[src/rtl/switch_port_nx.sv]
// Ingress port for the N-port switch: packet FIFO, head-of-line validation, and serialised
// per-output delivery. Optional ARB_WAIT timeout is enabled by defining SWITCH_PORT_TIMEOUT_EN.
module switch_port_nx #(
    parameter int NUM_PORTS      = 4,
    parameter int DATA_W         = 8,
    parameter int FIFO_DEPTH     = 8,
    parameter int TIMEOUT_CYCLES = 64
) (
    input  logic                 clk,
    input  logic                 rst_n,
    input  logic                 in_valid,
    output logic                 in_ready,
    input  logic [NUM_PORTS-1:0] in_source,
    input  logic [NUM_PORTS-1:0] in_target,
    input  logic [DATA_W-1:0]    in_data,
    output logic [NUM_PORTS-1:0] req_out,
    input  logic [NUM_PORTS-1:0] grant_in,
    output logic                 tx_valid,
    output logic [NUM_PORTS-1:0] tx_target,
    output logic [NUM_PORTS-1:0] tx_source,
    output logic [DATA_W-1:0]    tx_data,
    output logic                 busy,
    output logic [15:0]          drop_count
);
    localparam int AW = $clog2(FIFO_DEPTH);
    localparam int EW = DATA_W + 2 * NUM_PORTS;
    localparam logic [NUM_PORTS-1:0] ALL_PORTS = '1;

    if (FIFO_DEPTH < 2 || (FIFO_DEPTH & (FIFO_DEPTH - 1)) != 0 || TIMEOUT_CYCLES < 1 ||
        NUM_PORTS < 2 || NUM_PORTS > 16) begin : g_param_check
        $error("switch_port_nx: illegal parameter combination");
    end

    typedef enum logic [1:0] {IDLE, ROUTE, ARB_WAIT, TRANSMIT} state_t;

    function automatic logic [15:0] sat_inc(input logic [15:0] v);
        return (v == 16'hFFFF) ? v : v + 16'd1;
    endfunction

    state_t               state;
    logic [EW-1:0]        mem [FIFO_DEPTH];
    logic [AW:0]          wr_ptr, rd_ptr;
    logic                 full, empty, push, pop;
    logic [NUM_PORTS-1:0] head_source, head_target;
    logic [DATA_W-1:0]    head_data;
    logic                 head_ok;
    logic [NUM_PORTS-1:0] pending, pending_next;
    logic [NUM_PORTS-1:0] grant_eff, grant_sel;
    logic                 timeout;

    // The extra pointer bit tells a full FIFO apart from an empty one.
    assign empty    = (wr_ptr == rd_ptr);
    assign full     = (wr_ptr[AW] != rd_ptr[AW]) && (wr_ptr[AW-1:0] == rd_ptr[AW-1:0]);
    assign in_ready = !full;
    assign push     = in_valid && !full;

    assign {head_data, head_target, head_source} = mem[rd_ptr[AW-1:0]];

    assign head_ok = (head_source != '0) &&
                     ((head_source & (head_source - NUM_PORTS'(1))) == '0) &&
                     (head_target != '0) &&
                     (((head_target & head_source) == '0) || (head_target == ALL_PORTS));

    assign grant_eff    = grant_in & pending;
    assign grant_sel    = grant_eff & (~grant_eff + NUM_PORTS'(1));
    assign pending_next = pending & ~tx_target;

    always_comb begin
        pop = 1'b0;
        if (state == ROUTE && !head_ok)
            pop = 1'b1;
        if (state == TRANSMIT && pending_next == '0)
            pop = 1'b1;
        if (timeout)
            pop = 1'b1;
    end

`ifdef SWITCH_PORT_TIMEOUT_EN
    localparam int TW = $clog2(TIMEOUT_CYCLES + 1);
    logic [TW-1:0] wait_cnt;

    // Counter sits at zero outside ARB_WAIT, so every entry starts a fresh wait.
    always_ff @(posedge clk or negedge rst_n) begin
        if (!rst_n)
            wait_cnt <= '0;
        else if (state != ARB_WAIT)
            wait_cnt <= '0;
        else if (grant_eff == '0)
            wait_cnt <= wait_cnt + TW'(1);
    end

    assign timeout = (state == ARB_WAIT) && (grant_eff == '0) &&
                     (wait_cnt == TW'(TIMEOUT_CYCLES - 1));
`else
    assign timeout = 1'b0;
`endif

    always_ff @(posedge clk) begin
        if (push)
            mem[wr_ptr[AW-1:0]] <= {in_data, in_target, in_source};
    end

    always_ff @(posedge clk or negedge rst_n) begin
        if (!rst_n) begin
            wr_ptr <= '0;
            rd_ptr <= '0;
        end else begin
            if (push)
                wr_ptr <= wr_ptr + (AW + 1)'(1);
            if (pop)
                rd_ptr <= rd_ptr + (AW + 1)'(1);
        end
    end

    always_ff @(posedge clk or negedge rst_n) begin
        if (!rst_n) begin
            state      <= IDLE;
            pending    <= '0;
            req_out    <= '0;
            tx_valid   <= 1'b0;
            tx_target  <= '0;
            drop_count <= '0;
        end else begin
            tx_valid  <= 1'b0;
            tx_target <= '0;
            case (state)
                IDLE: begin
                    if (!empty)
                        state <= ROUTE;
                end
                ROUTE: begin
                    if (!head_ok) begin
                        drop_count <= sat_inc(drop_count);
                        state      <= IDLE;
                    end else begin
                        // A broadcast never loops back to its own source.
                        pending <= head_target & ~head_source;
                        req_out <= head_target & ~head_source;
                        state   <= ARB_WAIT;
                    end
                end
                ARB_WAIT: begin
                    if (grant_eff != '0) begin
                        tx_valid  <= 1'b1;
                        tx_target <= grant_sel;
                        req_out   <= '0;
                        state     <= TRANSMIT;
                    end else if (timeout) begin
                        pending    <= '0;
                        req_out    <= '0;
                        drop_count <= sat_inc(drop_count);
                        state      <= IDLE;
                    end
                end
                TRANSMIT: begin
                    pending <= pending_next;
                    if (pending_next == '0) begin
                        state <= IDLE;
                    end else begin
                        req_out <= pending_next;
                        state   <= ARB_WAIT;
                    end
                end
                default: state <= IDLE;
            endcase
        end
    end

    assign tx_source = tx_valid ? head_source : '0;
    assign tx_data   = tx_valid ? head_data : '0;
    assign busy      = (state != IDLE) || !empty;
endmodule

[config.mk]
export PLATFORM = sky130hd
export DESIGN_NAME = switch_port_nx
export DESIGN_NICKNAME = d
export VERILOG_FILES = /design/src/rtl/switch_port_nx.sv
export SDC_FILE = /design/constraint.sdc
export NUM_CORES = 1
export LEC_CHECK = 0
export CAP_MARGIN = 20
export CORE_MARGIN = 8
export CORE_UTILIZATION = 52
export CTS_CLUSTER_DIAMETER = 120
export DETAILED_ROUTE_END_ITERATION = 10
export PLACE_DENSITY = 0.76
export SYNTH_ARGS = -nofsm -noshare
export SYNTH_HDL_FRONTEND = slang
export SYNTH_SLANG_ARGS = --single-unit
export TNS_END_PERCENT = 20
[constraint.sdc]
create_clock -name clk -period 3 [get_ports clk]
set_input_delay 0.3 -clock clk [delete_from_list [all_inputs] [get_ports clk]]
set_output_delay 0.3 -clock clk [all_outputs]
set_load 0.01 [all_outputs]
# ---- After elaboration in Yosys (flattened, before gate mapping)
# Memory sizes are Yosys's and may differ from the RTL's.
# Cells that the tools add are included.
dict set report totals {
  regBits 39
  ramBits 128
  in_bits 23
  out_inout_bits 39
  mem_count 1
}
# name words word_bits rd rd_ports_with_merged_regs wr line_no
set memory_table {}
lappend memory_table {mem 8 16 1 0 1 41} ;# logic [EW-1:0] mem [FIFO_DEPTH];
dict set report op_classes {
  add_sub_neg 5
  n_eq_ne 12
  muxes 20
  n_bitwise 11
  n_reduce_logical 26
}
# op n
set ops {}
lappend ops {{4-bit AND} 6}
lappend ops {{4-bit 2-to-1 mux} 6}
lappend ops {{16-bit by 1-bit adder with 16-bit output (second input constant)} 1}
lappend ops {{16-bit equality test (second input constant)} 1}
lappend ops {{4-bit by 1-bit adder with 4-bit output (second input constant)} 3}
lappend ops {{4-bit zero test} 3}
lappend ops {{4-bit inverter} 3}
lappend ops {{4-bit one-hot mux with 3 select lines} 1}
lappend ops {{4-bit nonzero test} 3}
lappend ops {{2-bit 2-to-1 mux} 4}
lappend ops {{8-bit 2-to-1 mux} 1}
lappend ops {{2-bit inequality test (second input constant)} 4}
lappend ops {{2-bit one-hot mux with 4 select lines} 1}
lappend ops {{4-bit one-hot mux with 2 select lines} 1}
lappend ops {{1-bit logical AND} 7}
lappend ops {{1-bit 2-to-1 mux} 6}
lappend ops {{2-bit equality test (second input constant)} 2}
lappend ops {{4-bit equality test} 1}
lappend ops {{4-bit equality test (second input constant)} 1}
lappend ops {{2-bit AND reduction} 2}
lappend ops {{4-bit AND reduction} 1}
lappend ops {{2-bit nonzero test} 2}
lappend ops {{4-bit by 1-bit subtractor with 4-bit output (second input constant)} 1}
lappend ops {{3-bit equality test} 1}
lappend ops {{other kinds (8)} 12}

# ---- Logic depth before layout (Yosys ltp)
# Gate-level depths: netlist of run 1.
# An unclocked memory read counts as a cell.
dict set report logic_depth {
  depth_word 11
  depth_mapped 10
}

# ---- Worst setup path before layout of run 1
# No wires, ideal clock.
dict set report synth_path {
  path_type {register -> register}
  start {reg rd_ptr[1]}
  end {mem mem[0][0] (netlist bit), enable pin}
  setup_ps 409
  t_arrival_ps 2860
  required_ps 2591
  setup_slack_ps -269
  stages_incl_launch_ff 9
  n_path_buf 3
  period_less_slack_ps 3269
  path_cell_list {dfrtp_1 buf_2 clkbuf_1 xnor2_1 nand4_1 and2_1 clkbuf_1 nand2b_1 nor3_1}
}
dict set report synth_between {
  elab_chain_len 6
}
# element line_no
set synth_lines {}
lappend synth_lines {{start, declared} 42} ;# logic [AW:0] wr_ptr, rd_ptr;
lappend synth_lines {{start signal, assigned} 111} ;# rd_ptr <= rd_ptr + (AW + 1)'(1);
lappend synth_lines {{3-bit equality test} 53} ;# assign full = (wr_ptr[AW] != rd_ptr[AW]) && (wr_ptr[AW-1:0] == rd_ptr[AW-1:0]);
lappend synth_lines {{1-bit logical AND} 53}
lappend synth_lines {{1-bit zero test} n/a}
lappend synth_lines {{net in_ready} 12} ;# output logic in_ready,
lappend synth_lines {{1-bit logical AND} 55} ;# assign push = in_valid && !full;
lappend synth_lines {{1-bit 2-to-1 mux} 99} ;# if (push)
lappend synth_lines {{1-bit 2-to-1 mux (not written as such)} 100} ;# mem[wr_ptr[AW-1:0]] <= {in_data, in_target, in_source};
lappend synth_lines {{end, declared} 41}
# The timed path passes the listed nets, and every way through them passes these cells.

# ---- Final worst setup path of run 1
dict set report layout_path {
  start {reg rd_ptr[0]}
  end {reg rd_ptr[1]}
}
dict set report layout_between {
  elab_chain_len 11
  elab_cells_between_ends 18
  classes_between {add/sub (2); eq/ne (1); mux (2); bitwise (2); reduce/logical (10); memory (1)}
}
# element line_no
set layout_lines {}
lappend layout_lines {{memory 8 x 16 bit} n/a}
lappend layout_lines {{4-bit by 1-bit subtractor with 4-bit output} 60} ;# ((head_source & (head_source - NUM_PORTS'(1))) == '0) &&
lappend layout_lines {{4-bit AND} 60}
lappend layout_lines {{4-bit zero test} 60}
lappend layout_lines {{1-bit logical AND} 59} ;# assign head_ok = (head_source != '0) &&
lappend layout_lines {{1-bit logical AND} 60}
lappend layout_lines {{1-bit logical AND} 61} ;# (head_target != '0) &&
lappend layout_lines {{1-bit zero test} n/a}
lappend layout_lines {{1-bit logical AND} 70} ;# if (state == ROUTE && !head_ok)
lappend layout_lines {{1-bit 2-to-1 mux} 70}
lappend layout_lines {{1-bit 2-to-1 mux} 72} ;# if (state == TRANSMIT && pending_next == '0)
# Parallel ways exist; a longest one is shown, timed or not.
# A chain may end at the register's enable or synchronous reset.

==> results of run 1 <==
==> report_power, final <==
part	leakage (uW)	switching [uW]	internal, uW
Combinational	0.00111	1640	1620
Clock	0.000275	844	1210
Sequential	0.00166	346	2950
==> cell usage after synthesis, drive strengths merged (5+ instances only) <==
| library cell | number |
|---|---|
| edfxtp | 128 |
| dfrtp | 39 |
| mux4 | 32 |
| nor2 | 28 |
| xnor2 | 22 |
| nand2 | 21 |
| mux2i | 18 |
| nand3 | 16 |
| and3 | 10 |
| buf | 10 |
| clkbuf | 9 |
| o21ai | 9 |
| nand4 | 8 |
| nor3 | 5 |
==> layer usage <==
layer / part of all wire (%) / vias to the layer above / global-route usage [%]
li1: - / 1793 / -
met1: 43 / 1989 / 21.4
met2: 48 / 136 / 26.9
met3: 7.2 / 19 / 5.64
met4: 1.5 / 0 / 7.02
met5: 0 / - / 0
==> critical path: cells and delay by family, from the launching register on <==
family / cells / cell delay, ps
mux: 3 / 1180
flops: 1 / 460
compound gates: 4 / 940
buf+inv: 1 / 180
==> repair_timing <==
action | 4_1_cts | 5_1_grt
setup endpoints to repair | 2 | 12
resized for setup | 2 | 13
pin swaps | 0 | 1
buffers inserted | 0 | 3
==> worst paths after layout <==
check / endpoint / slack, ps
worst max-delay path: rd_ptr[1] / 110
worst min-delay path: tx_target[2] / -3
worst max register to register: rd_ptr[1] / 110
worst min register to register: req_out[0] / 490
max in group asynchronous: rd_ptr[1] / 2390
min in group clk: tx_target[3] / 450
==> kinds of logic after synthesis <==
group | Yosys count
XOR/XNOR | 26
multiplexers | 54
AND/OR/NAND/NOR | 112
AO/OA/AOI/OAI | 26
buffers and inverters | 22
adder cells (fa/ha/maj) | 3
flip-flops | 167
==> registers in the layout, indices dropped and copies added, names as in the netlist <==
register / cells
rd_ptr: 4
pending: 4
tx_target: 4
mem: 128
state: 2
req_out: 4
wr_ptr: 4
drop_count: 16
tx_valid: 1
==> area by class of cell <==
| class | instances | area [um^2] | share of cell area [%] |
|---|---|---|---|
| Clock buffer | 18 | 429 | 4.99 |
| Clock inverter | 14 | 134 | 1.56 |
| Inverter | 3 | 11.3 | 0.131 |
| Multi-Input combinational cell | 221 | 2100 | 24.4 |
| Sequential cell | 167 | 4820 | 56.1 |
| Tap cell | 176 | 220 | 2.56 |
| Timing Repair Buffer | 91 | 882 | 10.3 |
==> per-stage QoR <==
stage | total power, uW | util [%] | cell area (um^2)
after CTS | 8540 | 64.7 | 8530
final | 8620 | 65.2 | 8590
after detailed placement | 6450 | 60.4 | 7960
after global routing | 9070 | 65.2 | 8590
after floorplan | 5410 | - | 7010
after global placement | 6350 | 60.4 | 7960
==> run metrics, run 1 <==
CP startpoint rd_ptr[0]; global placer's final weighted congestion 0.804; Synth top area share 54.9%; most common cell after layout, fill and taps aside edfxtp_1; final hold viol count 3; leakage dissipation 0.00305 uW; Die W 132 um; Placeable Area 13200 um^2; via count 3937; drt pass-1 iters 4; Post-Synth Simple-Gate Area 8.24%; Max clock buf depth 2; ANT cells 0; Starting Density 53.1%; DRC 0; Row Count 42; share of layout cells above drive strength 1 20.8%; PwrDens 1000 nW/um^2; syn_nets 436; vias in the first global route 4182; failing checks hold timing; post-synthesis compound-gate area fraction 3.00%; Port Buffers 61; Reg clk slew, reported paths 60 ps; largest net degree at the start of global routing 40; R2R depth 8; FMAX 0.346 GHz; clock sink count 167; Root Buffer clkbuf_16; H-tree depth 4; post-synth top area cell edfxtp_1; status finished, violations left; initial antenna violation count 0; count of flip-flops with a built-in enable after synthesis 128; Worst-Margin Slew 882 ps; CP Capture Type flop; Async S/R FF share, synth 23.4%; Yosys Warn Count 0; CP Max Fanout 8; Post-Syn Instances 410; Max-Cap Viols 0; DP Cell Count 655; grt ovf 0; cts hold-fix bufs 0; Worst path slowest cell mux4_2; critical-path cell list buf_8 > mux4_2 > mux2i_4 > o22ai_2 > o21a_2 > o31a_4 > o21ai_2 > mux2_1; mapped cell area 7000 um^2; DRT iter0 DRCs 302; Worst path max stage delay 540 ps; fin. max-slew vios 0; Setup CP Type flop to flop; Die Y 132 um; first-pass GRT wire length 22900 um; drt via density 5.71; Syn-to-layout area delta 22.7%; Post-Place Worst Slack 63.3 ps; Post-synth top flop edfxtp_1; CTS tree yes; Synth Area per Inst 17.1 um^2; XOR/XNOR share of the synthesized area 3.25%; clk_skew 9.30 ps; mux share of post-synthesis cell area 14.5%; TNS Setup 0 ps; fin crit period 2890 ps; critical path arrival 3190 ps; top post-synthesis cells by area edfxtp_1, dfrtp_1, mux4_2, xnor2_1, mux4_1; final worst-path cycle share 96.4%; adder-cell share of the synthesized area 0.536%; clock latency on the worst-skew pair 420 ps; startpoint types flop; hold_ws -2.79 ps; WP data required 3290 ps; die area 17400 um^2; RSZ-0062 raised after global routing false; Nets 527; DPL Wire Length 9580 um; Post-Layout Cell Count 690; largest family of logic cells by synthesized area multiplexers; post-synthesis cell type count 49; Post-Route WL 14300 um; total track usage 17.1%; most frequent cells in the layout edfxtp_1, clkdlybuf4s50_1, dfrtp_1; IO Count 62; CTS Buf Count 17; Filler cells 907; worst hold path class primary input to async pin; Worst slew margin 41.2%; Routed WL per cell 20.7 um; Worst R2R Start rd_ptr[0]; register area share after synthesis 68.8%; FF+latch count, synth 167; VDD IR-drop max 483 uV; remaining antenna violation count after routing 0; Final WS setup 107 ps; endpoints failing setup 0
Power figures use the tool's default switching activity.
==> inputs of run 2 (changes only) <==
--- a/config.mk
+++ b/config.mk
@@ -6,11 +6,11 @@
 export NUM_CORES = 1
 export LEC_CHECK = 0
 export CAP_MARGIN = 20
-export CORE_MARGIN = 8
+export CORE_MARGIN = 2
 export CORE_UTILIZATION = 52
 export CTS_CLUSTER_DIAMETER = 120
 export DETAILED_ROUTE_END_ITERATION = 10
-export PLACE_DENSITY = 0.76
+export PLACE_DENSITY = 0.75
 export SYNTH_ARGS = -nofsm -noshare
 export SYNTH_HDL_FRONTEND = slang
 export SYNTH_SLANG_ARGS = --single-unit
==> run 2 against run 1 <==
The flow still finishes with violations (hold timing). Wire length decreased by 3.0%. Sequential power about the same. Clock-buffer cell count is 2 higher. Power is 1.5% lower. Cell count fell by 1.4%. Largest power group unchanged.
==> run metrics, run 2 (synthesis results as in run 1) <==
Max clock buf depth 2 (unchanged); FMAX 0.342 GHz (was 0.346 GHz); CP Capture Type primary output (was flop); Worst slew margin 42.4% (was 41.2%); Seq pwr share 38.7% (was 38.3%); leakage dissipation 0.00300 uW (was 0.00305 uW); clk_skew 14.2 ps (was 9.30 ps); startpoint types flop (unchanged); Post-Place Worst Slack 40.6 ps (was 63.3 ps); clock latency on the worst-skew pair 430 ps (was 420 ps); H-tree depth 4 (unchanged); Worst-Margin Slew 865 ps (was 882 ps); DRC 0 (unchanged); Logic pwr share 38.2% (was 37.8%); status finished, violations left (unchanged); Die W 120 um (was 132 um); Starting Density 53.1% (unchanged); final hold viol count 20 (was 3); Root Buffer clkbuf_16 (unchanged); most frequent cells in the layout edfxtp_1, clkdlybuf4s50_1, dfrtp_1 (unchanged); Nets 517 (was 527); WP data required 2700 ps (was 3290 ps); switching power total 2870 uW (was 2840 uW); drt pass-1 iters 4 (unchanged); CTS Buf Count 17 (unchanged); internal power 5620 uW (was 5790 uW); Sw Share 33.8% (was 32.9%); first-pass GRT wire length 21700 um (was 22900 um); R2R depth 8 (unchanged); CP Max Fanout 11 (was 8); endpoints failing setup 0 (unchanged); Final WS setup 77.3 ps (was 107 ps); Reg clk slew, reported paths 60 ps (about the same); Die Y 120 um (was 132 um); most common cell after layout, fill and taps aside edfxtp_1 (unchanged); CTS tree yes (unchanged); total track usage 20.4% (was 17.1%); Setup CP Type flop to primary output (was flop to flop); fin. max-slew vios 0 (unchanged); drt via density 5.80 (was 5.71); remaining antenna violation count after routing 0 (unchanged); Worst R2R Start rd_ptr[0] (unchanged); clock share of power 23.1% (was 23.9%); Row Count 42 (unchanged); IO Count 62 (unchanged); initial antenna violation count 0 (unchanged); Placeable Area 13200 um^2 (unchanged); global placer's final weighted congestion 0.847 (was 0.804); Largest register FFs 128 (unchanged); VDD IR-drop max 630 uV (was 483 uV); DRT iter0 DRCs 471 (was 302); via count 3941 (was 3937); clock sink count 167 (unchanged); Syn-to-layout area delta 22.1% (was 22.7%); Max-Cap Viols 0 (unchanged); PwrDens 993 nW/um^2 (was 1000 nW/um^2); share of layout cells above drive strength 1 19.0% (was 20.8%); critical path arrival 2620 ps (was 3190 ps); final worst-path cycle share 97.4% (was 96.4%); DPL Wire Length 8340 um (was 9580 um); Port Buffers 61 (unchanged); Post-Route WL 13800 um (was 14300 um); RSZ-0062 raised after global routing false (unchanged); Pwr Total 8500 uW (was 8620 uW); failing checks hold timing (unchanged); fin crit period 2920 ps (was 2890 ps); worst hold path class primary input to async pin (unchanged); Routed WL per cell 20.4 um (was 20.7 um); CP startpoint rd_ptr[0] (unchanged); largest net degree at the start of global routing 40 (unchanged); ANT cells 0 (unchanged); die area 14400 um^2 (was 17400 um^2); grt ovf 0 (unchanged); hold_ws -8.28 ps (was -2.79 ps); vias in the first global route 4078 (was 4182)
run 2: area by class of cell:
type	instances	area [um^2]
Inverter	3	11.3
Multi-Input combinational cell	221	2120
Clock buffer	20	437
Fill cell	897	4640
Clock inverter	12	96.3
Tap cell	176	220
Sequential cell	167	4820
Timing Repair Buffer	81	848
run 2: final timing paths:
kind	end	slack [ps]
max	tx_source[1]	80
min	state[1]	-8
max reg2reg	rd_ptr[1]	110
min reg2reg	wr_ptr[3]	480
max in group asynchronous	rd_ptr[0]	2410
min in group clk	tx_target[3]	450
run 2: stage by stage:
step	cell area [um^2]	utilization [%]	setup TNS, ps	std cells
6_report	8550	64.8	0	680
5_1_grt	8550	64.8	0	680
4_1_cts	8470	64.2	0	677
3_5_place_dp	7940	60.2	0	645
3_3_place_gp	7940	60.2	0	645
2_1_floorplan	7010	-	-4270	410
run 2: worst max-delay path: stages (launching register included):
cell and delay, ps:
dfrtp_2 440, buf_12 170, mux4_1 600, mux2i_4 260, buf_4 160, nor2_1 40, clkdlybuf4s50_1 520
run 2: power by group through the flow:
stage | combinational [uW] | sequential (uW) | clock [uW]
after floorplan | 2230 | 3180 | 0
after global placement | 3010 | 3280 | 0
after detailed placement | 3080 | 3300 | 0
after CTS | 3120 | 3260 | 1990
after global routing | 3510 | 3330 | 2080
final | 3250 | 3280 | 1960
run 2: timing repair:
action	CTS	global route
setup endpoints to repair	0	6
endpoints found under the hold margin	0	0
hold buffers	0	0
setup buffers	0	2
gates resized for setup	0	8
run 2: layer usage:
layer	part of all wire, %	up-vias	routed length, um	global-route usage (%)
li1	-	1771	-	-
met4	2.1	0	293	7.65
met3	4.4	19	604	4.94
met1	44	2046	6120	27.3
met5	0	-	0	0
met2	49	105	6830	32.8
